## config.mk

```make
export PLATFORM = sky130hd
export DESIGN_NAME = spi_slave_fsm_flat
export DESIGN_NICKNAME = d
export VERILOG_FILES = /design/src/rtl/spi_slave_fsm_if.sv /design/src/rtl/spi_slave_fsm.sv /design/src/flat_wrapper.sv
export SDC_FILE = /design/constraint.sdc
export NUM_CORES = 1
export LEC_CHECK = 0
export BUFFER_PORTS_ARGS = -buffer_cell sky130_fd_sc_hd__buf_2
export CORE_MARGIN = 5
export CORE_UTILIZATION = 29
export CTS_BUF_LIST = sky130_fd_sc_hd__clkbuf_8
export DETAILED_ROUTE_END_ITERATION = 16
export RECOVER_POWER = 100
export SYNTH_ARGS = -nofsm -noshare
export SYNTH_HDL_FRONTEND = slang
export SYNTH_SLANG_ARGS = --single-unit
```

## constraint.sdc

```tcl
create_clock -name clk -period 1.9 [get_ports clk]
set_clock_uncertainty 0.2 [all_clocks]
set_input_delay 0.095 -clock clk [delete_from_list [all_inputs] [get_ports clk]]
set_output_delay 0.095 -clock clk [all_outputs]
set_load 0.005 [all_outputs]
```

## src/rtl/spi_slave_fsm_if.sv

```systemverilog
// Register-side bus between the SPI target endpoint and a local register block.
interface spi_slave_fsm_if #(
    parameter int unsigned DATA_W = 16
) ();
    logic [7:0]        reg_addr;
    logic              reg_wr_en;
    logic [DATA_W-1:0] reg_wr_data;
    logic              reg_rd_en;
    logic [DATA_W-1:0] reg_rd_data;

    modport master (
        output reg_addr,
        output reg_wr_en,
        output reg_wr_data,
        output reg_rd_en,
        input  reg_rd_data
    );

    modport slave (
        input  reg_addr,
        input  reg_wr_en,
        input  reg_wr_data,
        input  reg_rd_en,
        output reg_rd_data
    );
endinterface

```

## src/rtl/spi_slave_fsm.sv

```systemverilog
// SPI mode-0 target: oversamples the SPI pins, decodes 16-bit command / 16-bit data
// frames into register read/write strobes and shifts read data back on MISO.
module spi_slave_fsm #(
    parameter int unsigned CMD_W       = 16,
    parameter int unsigned DATA_W      = 16,
    parameter int unsigned SYNC_STAGES = 2
) (
    input  logic clk,
    input  logic rst,
    input  logic sclk_in,
    input  logic mosi_in,
    input  logic cs_n_in,
    output logic miso_out,
    output logic miso_oe,
    output logic busy,
    output logic frame_done,
    output logic frame_err,
    spi_slave_fsm_if.master reg_if
);
    localparam int unsigned MAX_W  = (CMD_W > DATA_W) ? CMD_W : DATA_W;
    localparam int unsigned CNT_W  = $clog2(MAX_W);
    localparam int unsigned ADDR_W = 8;

    typedef enum logic [2:0] {
        WAIT_IDLE, IDLE, CMD, DATA_WR, DATA_RD, DONE
    } state_e;

    state_e                 state_q, state_d;
    logic [SYNC_STAGES-1:0] sclk_sync_q, sclk_sync_d;
    logic [SYNC_STAGES-1:0] mosi_sync_q, mosi_sync_d;
    logic [SYNC_STAGES-1:0] cs_sync_q, cs_sync_d;
    logic                   sclk_prev_q, sclk_prev_d;
    logic                   cs_prev_q, cs_prev_d;
    logic [CNT_W-1:0]       bit_cnt_q, bit_cnt_d;
    logic [CMD_W-2:0]       cmd_sr_q, cmd_sr_d;
    logic [DATA_W-2:0]      data_sr_q, data_sr_d;
    logic [DATA_W-1:0]      tx_sr_q, tx_sr_d;
    logic                   rd_cap_q, rd_cap_d;
    logic                   miso_q, miso_d;
    logic                   oe_q, oe_d;
    logic                   busy_q, busy_d;
    logic                   done_q, done_d;
    logic                   err_q, err_d;
    logic [ADDR_W-1:0]      addr_q, addr_d;
    logic                   wr_en_q, wr_en_d;
    logic [DATA_W-1:0]      wr_data_q, wr_data_d;
    logic                   rd_en_q, rd_en_d;

    logic sclk_s, mosi_s, cs_s;
    logic sclk_rise, sclk_fall, cs_fall;
    logic abort;

    assign sclk_s    = sclk_sync_q[SYNC_STAGES-1];
    assign mosi_s    = mosi_sync_q[SYNC_STAGES-1];
    assign cs_s      = cs_sync_q[SYNC_STAGES-1];
    assign sclk_rise = sclk_s & ~sclk_prev_q;
    assign sclk_fall = ~sclk_s & sclk_prev_q;
    assign cs_fall   = ~cs_s & cs_prev_q;

    // Next-state and output decode.
    always_comb begin
        state_d     = state_q;
        sclk_sync_d = {sclk_sync_q[SYNC_STAGES-2:0], sclk_in};
        mosi_sync_d = {mosi_sync_q[SYNC_STAGES-2:0], mosi_in};
        cs_sync_d   = {cs_sync_q[SYNC_STAGES-2:0], cs_n_in};
        sclk_prev_d = sclk_s;
        cs_prev_d   = cs_s;
        bit_cnt_d   = bit_cnt_q;
        cmd_sr_d    = cmd_sr_q;
        data_sr_d   = data_sr_q;
        tx_sr_d     = tx_sr_q;
        rd_cap_d    = rd_en_q;
        miso_d      = miso_q;
        oe_d        = oe_q;
        busy_d      = busy_q;
        done_d      = 1'b0;
        err_d       = 1'b0;
        addr_d      = addr_q;
        wr_en_d     = 1'b0;
        wr_data_d   = wr_data_q;
        rd_en_d     = 1'b0;
        abort       = 1'b0;

        unique case (state_q)
            WAIT_IDLE: begin
                if (cs_s) state_d = IDLE;
            end
            IDLE: begin
                if (cs_fall) begin
                    state_d   = CMD;
                    bit_cnt_d = '0;
                    busy_d    = 1'b1;
                    oe_d      = 1'b1;
                    miso_d    = 1'b0;
                end
            end
            CMD: begin
                if (cs_s) begin
                    abort = 1'b1;
                end else if (sclk_rise) begin
                    cmd_sr_d  = {cmd_sr_q[CMD_W-3:0], mosi_s};
                    bit_cnt_d = bit_cnt_q + CNT_W'(1);
                    if (bit_cnt_q == CNT_W'(CMD_W - 1)) begin
                        bit_cnt_d = '0;
                        addr_d    = {cmd_sr_q[ADDR_W-2:0], mosi_s};
                        if (cmd_sr_q[CMD_W-2]) begin
                            rd_en_d = 1'b1;
                            state_d = DATA_RD;
                        end else begin
                            state_d = DATA_WR;
                        end
                    end
                end
            end
            DATA_WR: begin
                // A final rise coinciding with deselect still completes the write.
                if (sclk_rise && bit_cnt_q == CNT_W'(DATA_W - 1)) begin
                    wr_en_d   = 1'b1;
                    wr_data_d = {data_sr_q, mosi_s};
                    state_d   = DONE;
                end else if (cs_s) begin
                    abort = 1'b1;
                end else if (sclk_rise) begin
                    data_sr_d = {data_sr_q[DATA_W-3:0], mosi_s};
                    bit_cnt_d = bit_cnt_q + CNT_W'(1);
                end
            end
            DATA_RD: begin
                if (sclk_rise && bit_cnt_q == CNT_W'(DATA_W - 1)) begin
                    miso_d  = 1'b0;
                    state_d = DONE;
                end else if (cs_s) begin
                    abort = 1'b1;
                end else begin
                    if (sclk_rise) bit_cnt_d = bit_cnt_q + CNT_W'(1);
                    if (rd_cap_q) begin
                        tx_sr_d = reg_if.reg_rd_data;
                    end else if (sclk_fall) begin
                        miso_d  = tx_sr_q[DATA_W-1];
                        tx_sr_d = {tx_sr_q[DATA_W-2:0], 1'b0};
                    end
                end
            end
            DONE: begin
                miso_d = 1'b0;
                if (cs_s) begin
                    done_d  = 1'b1;
                    busy_d  = 1'b0;
                    oe_d    = 1'b0;
                    state_d = IDLE;
                end
            end
            default: state_d = WAIT_IDLE;
        endcase

        if (abort) begin
            err_d   = 1'b1;
            busy_d  = 1'b0;
            oe_d    = 1'b0;
            miso_d  = 1'b0;
            state_d = IDLE;
        end
    end

    // cs_n synchronizer resets to "selected" so a mid-frame reset waits for a real deselect.
    always_ff @(posedge clk) begin
        if (rst) begin
            state_q     <= WAIT_IDLE;
            sclk_sync_q <= '0;
            mosi_sync_q <= '0;
            cs_sync_q   <= '0;
            sclk_prev_q <= 1'b0;
            cs_prev_q   <= 1'b0;
            bit_cnt_q   <= '0;
            cmd_sr_q    <= '0;
            data_sr_q   <= '0;
            tx_sr_q     <= '0;
            rd_cap_q    <= 1'b0;
            miso_q      <= 1'b0;
            oe_q        <= 1'b0;
            busy_q      <= 1'b0;
            done_q      <= 1'b0;
            err_q       <= 1'b0;
            addr_q      <= '0;
            wr_en_q     <= 1'b0;
            wr_data_q   <= '0;
            rd_en_q     <= 1'b0;
        end else begin
            state_q     <= state_d;
            sclk_sync_q <= sclk_sync_d;
            mosi_sync_q <= mosi_sync_d;
            cs_sync_q   <= cs_sync_d;
            sclk_prev_q <= sclk_prev_d;
            cs_prev_q   <= cs_prev_d;
            bit_cnt_q   <= bit_cnt_d;
            cmd_sr_q    <= cmd_sr_d;
            data_sr_q   <= data_sr_d;
            tx_sr_q     <= tx_sr_d;
            rd_cap_q    <= rd_cap_d;
            miso_q      <= miso_d;
            oe_q        <= oe_d;
            busy_q      <= busy_d;
            done_q      <= done_d;
            err_q       <= err_d;
            addr_q      <= addr_d;
            wr_en_q     <= wr_en_d;
            wr_data_q   <= wr_data_d;
            rd_en_q     <= rd_en_d;
        end
    end

    assign miso_out           = miso_q;
    assign miso_oe            = oe_q;
    assign busy               = busy_q;
    assign frame_done         = done_q;
    assign frame_err          = err_q;
    assign reg_if.reg_addr    = addr_q;
    assign reg_if.reg_wr_en   = wr_en_q;
    assign reg_if.reg_wr_data = wr_data_q;
    assign reg_if.reg_rd_en   = rd_en_q;
endmodule

```

## src/flat_wrapper.sv

```systemverilog
// flat-port wrapper written by rule: the top's interface ports become plain ports
module spi_slave_fsm_flat 
#(
    parameter int unsigned CMD_W       = 16,
    parameter int unsigned DATA_W      = 16,
    parameter int unsigned SYNC_STAGES = 2
)
  (clk, rst, sclk_in, mosi_in, cs_n_in, miso_out, miso_oe, busy, frame_done, frame_err, reg_if_reg_addr, reg_if_reg_wr_en, reg_if_reg_wr_data, reg_if_reg_rd_en, reg_if_reg_rd_data);
  spi_slave_fsm_if #(.DATA_W(DATA_W)) reg_if_i ();
  input  logic clk;
  input  logic rst;
  input  logic sclk_in;
  input  logic mosi_in;
  input  logic cs_n_in;
  output logic miso_out;
  output logic miso_oe;
  output logic busy;
  output logic frame_done;
  output logic frame_err;
  output wire logic [$bits(reg_if_i.reg_addr)-1:0] reg_if_reg_addr;
  output wire logic [$bits(reg_if_i.reg_wr_en)-1:0] reg_if_reg_wr_en;
  output wire logic [$bits(reg_if_i.reg_wr_data)-1:0] reg_if_reg_wr_data;
  output wire logic [$bits(reg_if_i.reg_rd_en)-1:0] reg_if_reg_rd_en;
  input wire logic [$bits(reg_if_i.reg_rd_data)-1:0] reg_if_reg_rd_data;
  assign reg_if_reg_addr = reg_if_i.reg_addr;
  assign reg_if_reg_wr_en = reg_if_i.reg_wr_en;
  assign reg_if_reg_wr_data = reg_if_i.reg_wr_data;
  assign reg_if_reg_rd_en = reg_if_i.reg_rd_en;
  assign reg_if_i.reg_rd_data = reg_if_reg_rd_data;
  spi_slave_fsm #(.CMD_W(CMD_W), .DATA_W(DATA_W), .SYNC_STAGES(SYNC_STAGES)) u_core (.clk(clk), .rst(rst), .sclk_in(sclk_in), .mosi_in(mosi_in), .cs_n_in(cs_n_in), .miso_out(miso_out), .miso_oe(miso_oe), .busy(busy), .frame_done(frame_done), .frame_err(frame_err), .reg_if(reg_if_i));
endmodule
```

==> results of run 1 <==
-- how the worst max path moves through the flow --
stage	start	endpoint	slack, ns	cells past startpoint
final	u_core.bit_cnt_q[0]	u_core.bit_cnt_q[1]	0.002	6
after global routing	u_core.bit_cnt_q[0]	u_core.bit_cnt_q[0]	-0.04	6
after CTS	u_core.bit_cnt_q[1]	u_core.bit_cnt_q[1]	0.00004	6
after detailed placement	u_core.bit_cnt_q[0]	u_core.bit_cnt_q[1]	-0.11	5
after global placement	u_core.cs_sync_q[1]	u_core.bit_cnt_q[1]	-0.02	5
after floorplan	u_core.bit_cnt_q[0]	u_core.bit_cnt_q[3]	-0.01	6
-- cell type report --
type | count | area [um^2] | share of cell area
Timing Repair Buffer | 105 | 771 | 0.155
Sequential cell | 92 | 1850 | 0.373
Clock inverter | 6 | 80.1 | 0.0161
Multi-Input combinational cell | 309 | 1890 | 0.381
Inverter | 3 | 11.3 | 0.00227
Clock buffer | 10 | 138 | 0.0277
Tap cell | 176 | 220 | 0.0444
-- power breakdown --
part	internal, uW	total (uW)	switching (uW)
registers	1940	1950	12.9
clock network	766	1420	649
logic	79.0	161	81.5
-- through the flow --
step	worst slack [ns]	hold slack, ns
after floorplan	-0.0102	-0.0140
after global placement	-0.0200	0.113
after detailed placement	-0.107	0.123
after CTS	0.0000357	0.000596
after global routing	-0.0411	0.0160
final	0.00162	0.0323
-- layout by cell type (no fill, tap or decap), types with 3 or more instances in the layout --
cell type,count
a21oi_1,61
buf_4,30
nand3_1,14
o21ai_0,19
nand2_1,71
or3_1,15
and3_1,3
inv_1,5
nor2b_1,15
nand2b_1,3
dfxtp_2,5
dlygate4sd3_1,19
buf_2,51
nand4_1,4
nor2_1,24
clkbuf_8,10
mux2i_1,31
buf_12,5
dfxtp_1,86
-- what timing repair did --
action,in CTS,in global routing
resized for setup,11,20
endpoints found under the setup margin,40,77
buffers inserted,2,1
hold buffers,19,0
pin swaps,2,6
endpoints found under the hold margin,19,0
-- cells in the mapped netlist, types with 4 or more instances --
cell type | n | area (um^2)
nand4_1 | 4 | 25.0
nor2b_1 | 16 | 100
and3_1 | 5 | 31.3
clkbuf_1 | 18 | 67.6
mux2i_1 | 31 | 310
o21ai_0 | 19 | 95.1
or3_1 | 15 | 93.8
nand2_1 | 72 | 270
dfxtp_1 | 92 | 1840
nor2_1 | 25 | 93.8
buf_2 | 11 | 55.1
a21oi_1 | 63 | 315
o311ai_0 | 4 | 35.0
nand3_1 | 15 | 75.1
a2111oi_0 | 4 | 35.0
buf_4 | 4 | 30.0
-- cell families after synthesis --
| kind of cell | after synthesis |
|---|---|
| flops | 92 |
| mux | 31 |
| compound gates | 108 |
| fa+ha+maj | 1 |
| simple gates | 169 |
| buf+inv | 41 |
-- sequential cells by signal, indices dropped and copies added (netlist names) --
register / flops
u_core.frame_err: 1
u_core.state_q: 3
u_core.cs_prev_q: 1
u_core.reg_if.reg_wr_data: 16
u_core.tx_sr_q: 16
u_core.reg_if.reg_wr_en: 1
u_core.cs_sync_q: 2
u_core.miso_oe: 1
u_core.bit_cnt_q: 4
u_core.frame_done: 1
u_core.reg_if.reg_addr: 8
u_core.sclk_sync_q: 2
u_core.sclk_prev_q: 1
u_core.mosi_sync_q: 2
u_core.reg_if.reg_rd_en: 1
u_core.miso_out: 1
u_core.rd_cap_q: 1
u_core.data_sr_q: 15
u_core.cmd_sr_q: 15
-- routing by layer --
metal | part of all wire | up-vias | routed length [um] | track usage
met5 | 0 | - | 0 | 0
met4 | 0.0089 | 0 | 78 | 0.0434
met3 | 0.037 | 6 | 328 | 0.0367
met2 | 0.47 | 64 | 4120 | 0.181
met1 | 0.48 | 1557 | 4240 | 0.145
li1 | - | 1693 | - | -
==> results.ini, run 1 <==
[outcome]
outcome=finished, final reports clean

[route]
finalWirelength_um=8770
drtPass1Iterations=4
drt_iter0_drc=240
ant_nets=0
dr_total_vias=3320
wl_per_cell_um=12.5
vias_per_cell=4.74
route.detailed.drc=0

[min_path]
whs_endpoint=u_core.tx_sr_q[14]
worstHoldStart=rst
min_path_cells=2
min_path_type=in2reg

[floorplanning]
die_x_um=125
ioPinCount=52
core_mm2=0.0131
fp.dieH_um=125
rows=42
initial_core_util=0.293
dieArea_mm2=0.0157

[worst_setup_path]
arrival_ns=1.97
cp-start-kind=flip-flop
critPathMaxFanout=6
ff2ff_path_depth=6
worstPathCellList=ha_4, and3_4, a2111oi_4, buf_4, or4b_4, a21oi_2
critical_path_class=reg2reg
crit_required_ns=1.97
max_stage_delay_ns=0.51
reg2reg_from=u_core.bit_cnt_q[0]
ff2ff_setup_slack_ns=0.002
critical_path.slowest_cell=or4b_4
r2r-end=u_core.bit_cnt_q[1]
cpLargestDelayFamily=simple AND/OR/NAND/NOR gates
critical_path_buf_inv_count=1
cp-end-kind=flip-flop

[placed_design]
hpwl_um=5890
port-buffer-count=51
finalWeightedCongestion=0.827
dp.cells=663
place_area_mm2=0.00444

[yosys]
syn-cell-area_mm2=0.00385
synth-xor-area-share=0
synthSimpleGateAreaFrac=0.216
synth-edff-count=0
syn-num-nets=464
synth_top_family_by_area=simple AND/OR/NAND/NOR gates
synth_warnings=0
seq_area_frac_synth=0.479
async_flop_share=0
synthFlopType=dfxtp_1
ys_ff_latch=92
synth_compound_gate_area_share=0.169
netlist_instances=442
ys_types=50
synthMuxAreaShare=0.0807
synth_adder_area_share=0.00325
synth.avg_cell_area_um2=8.70

[clock_tree]
numCtsBuffers=9
cts-root-buf=clkbuf_8
htree_levels=3
clk_latency_ns=0.35
cts_tree=done
cts.clk_slew.worst_paths_ns=0.09
cts_buffer_depth=2
cts_num_sinks=92

[timing]
max_slew_margin=0.632
layout_min_cycle_time_ns=1.90
min_period_over_period=0.999
rsz0062_at_grt=true
slew_viol_final=0
finalHoldViolations=0
worst_pin_slew_ns=0.552
setup_tns_ns=0
max_freq_ghz=0.527
setup_violations=0

[final_layout]
instances_no_fill=701
fin_nets=542
area_delta_synth_final_pct=28.9
insertedDiodeCount=0
nFillCells=1326
fin_util=0.378
final_area_mm2=0.00496
final_layout_size_suffix_gt1_frac=0.238

[grt]
grt_max_degree=65
grt.total_usage=0.114
grt_pass1_vias=3213
grt.overflow.total=0
antenna_found_initial=0
grt_pass1_wl_um=15100

[pwr]
ir_drop_v=0.000423
power_uw=3520
p_leak_uw=0.00190
pwr_density_cell_mw_per_mm2=710

[flow_run]
drv_cap=0

Power figures use the tool's default switching activity.
==> run 2, diff against run 1 <==
==> constraint.sdc (replaced) <==
create_clock -name clk -period 2.2 [get_ports clk]
set_clock_uncertainty 0.2 [all_clocks]
set_input_delay 0.11 -clock clk [delete_from_list [all_inputs] [get_ports clk]]
set_output_delay 0.11 -clock clk [all_outputs]
set_load 0.005 [all_outputs]
==> run 2 against run 1 <==
Combinational power decreased by 19%. Clock-buffer cell count decreased by 1. Cell area fell by 6.3%. Via count fell by 0.75%. Routed wire length down 1.1%. Global-route usage fell by 0.65 points. Flip-flop and latch count is the same. Clock power decreased by 28%. Die area unchanged. Highest routed layer unchanged. Core utilization down 2.4 points. Worst hold slack improved by 0.22 ns. Total power shrank 19%.
==> results.ini, run 2 (synthesized netlist as in run 1, its figures left out) <==
[clock_tree]
cts.clk_slew.worst_paths_ns=0.09
numCtsBuffers=9
cts_tree=done
clk_latency_ns=0.36
htree_levels=3
cts_buffer_depth=2
cts-root-buf=clkbuf_8
cts_num_sinks=92

[grt]
antenna_found_initial=0
grt.overflow.total=0
grt_pass1_wl_um=14200
grt.total_usage=0.108
grt_pass1_vias=3050
grt_max_degree=56

[route]
vias_per_cell=4.80
drt_iter0_drc=178
wl_per_cell_um=12.6
finalWirelength_um=8670
dr_total_vias=3295
ant_nets=0
route.detailed.drc=0
drtPass1Iterations=4

[timing]
slew_viol_final=0
setup_tns_ns=0
min_period_over_period=0.983
max_slew_margin=0.486
finalHoldViolations=0
worst_pin_slew_ns=0.765
max_freq_ghz=0.463
setup_slack_ns=0.0382
setup_violations=0
layout_min_cycle_time_ns=2.16

[final_layout]
insertedDiodeCount=0
nFillCells=1368
area_delta_synth_final_pct=20.8
final_common_cell=dfxtp_1
fin_nets=528
final_layout_size_suffix_gt1_frac=0.147
layout_common_cells=dfxtp_1, nand2_1, a21oi_1, buf_2, mux2i_1

[floorplanning]
rows=42
ioPinCount=52
initial_core_util=0.293
die_x_um=125
core_mm2=0.0131
dieArea_mm2=0.0157
fp.dieH_um=125

[min_path]
min_path_type=reg2reg

[worst_setup_path]
ff2ff_setup_slack_ns=0.04
critical_path_class=reg2reg
crit_required_ns=2.23
cp-start-kind=flip-flop
max_stage_delay_ns=0.50
critPathMaxFanout=14
arrival_ns=2.19
cp-end-kind=flip-flop
critical_path.slowest_cell=a2111oi_0
cpLargestDelayFamily=compound AO/OA/AOI/OAI gates
worstPathCellList=ha_2, and3_1, buf_6, nand2_1, a2111oi_0, o22ai_1
critical_path_buf_inv_count=1

[outcome]
outcome=finished, final reports clean

[pwr]
ir_drop_v=0.000467
power_uw=2840
pwr_density_cell_mw_per_mm2=610
p_leak_uw=0.00170

[placed_design]
hpwl_um=5700
finalWeightedCongestion=0.868
post-place-ws_ns=0.0968
port-buffer-count=51

[flow_run]
drv_cap=0

-- run 2: changes by cell type in the layout (fill, tap and decap cells not counted), moves of 3 or more --
cell       change
buf_2         -17
clkbuf_2       +4
clkbuf_1      +18
buf_12         -4
dfxtp_1        +6
dfxtp_2        -5
inv_6          +3
a2111oi_0      +4
buf_4         -19
-- run 2: area by class of cell --
| class | instances | area, um^2 | share of cell area |
|---|---|---|---|
| Clock inverter | 7 | 48.8 | 0.0105 |
| Multi-Input combinational cell | 309 | 1810 | 0.390 |
| Sequential cell | 92 | 1840 | 0.396 |
| Tap cell | 176 | 220 | 0.0474 |
| Inverter | 3 | 11.3 | 0.00242 |
| Clock buffer | 9 | 124 | 0.0266 |
| Timing Repair Buffer | 91 | 589 | 0.127 |
-- run 2: worst reg2reg max path: cells and delay by family (launching register included) --
| family | cells | cell delay, ns |
|---|---|---|
| adders and majority gates | 1 | 0.24 |
| DFF | 1 | 0.37 |
| buffers and inverters | 1 | 0.18 |
| and+or+nand+nor | 2 | 0.41 |
| AOI/OAI and AO/OA | 2 | 0.62 |
-- run 2: timing repair --
item / 4_1_cts / 5_1_grt
hold buffers: 21 / 0
hold endpoints to repair: 28 / 0
setup buffers: 0 / 0
resized for setup: 0 / 3
setup endpoints to repair: 0 / 7
-- run 2: stage by stage --
step | cell area, um^2 | hold slack, ns | instances | utilization
floorplan | 3850 | 0.000966 | 442 | -
global placement | 4290 | 0.125 | 650 | 0.327
detailed placement | 4290 | 0.125 | 650 | 0.327
CTS | 4670 | 0.251 | 687 | 0.356
global route | 4650 | 0.259 | 687 | 0.354
finish | 4650 | 0.249 | 687 | 0.354
-- run 2: path summary, 6_finish.rpt --
kind | start | end | cells past startpoint
min reg2reg | u_core.cmd_sr_q[10] | u_core.cmd_sr_q[11] | 2
max reg2reg | u_core.bit_cnt_q[0] | u_core.state_q[2] | 6
min | u_core.cmd_sr_q[10] | u_core.cmd_sr_q[11] | 2
max | u_core.bit_cnt_q[0] | u_core.state_q[2] | 6
-- run 2: report_power, final --
| part | total (uW) | internal [uW] | switching, uW |
|---|---|---|---|
| Sequential | 1680 | 1670 | 9.42 |
| Combinational | 131 | 62.7 | 68.5 |
| Clock | 1020 | 416 | 608 |
-- run 2: metal layers --
layer	vias up	GRT usage	wire (um)
li1	1666	-	-
met1	1527	0.136	3870
met2	87	0.175	4210
met3	15	0.0307	428
met4	0	0.0402	165
met5	-	0	0
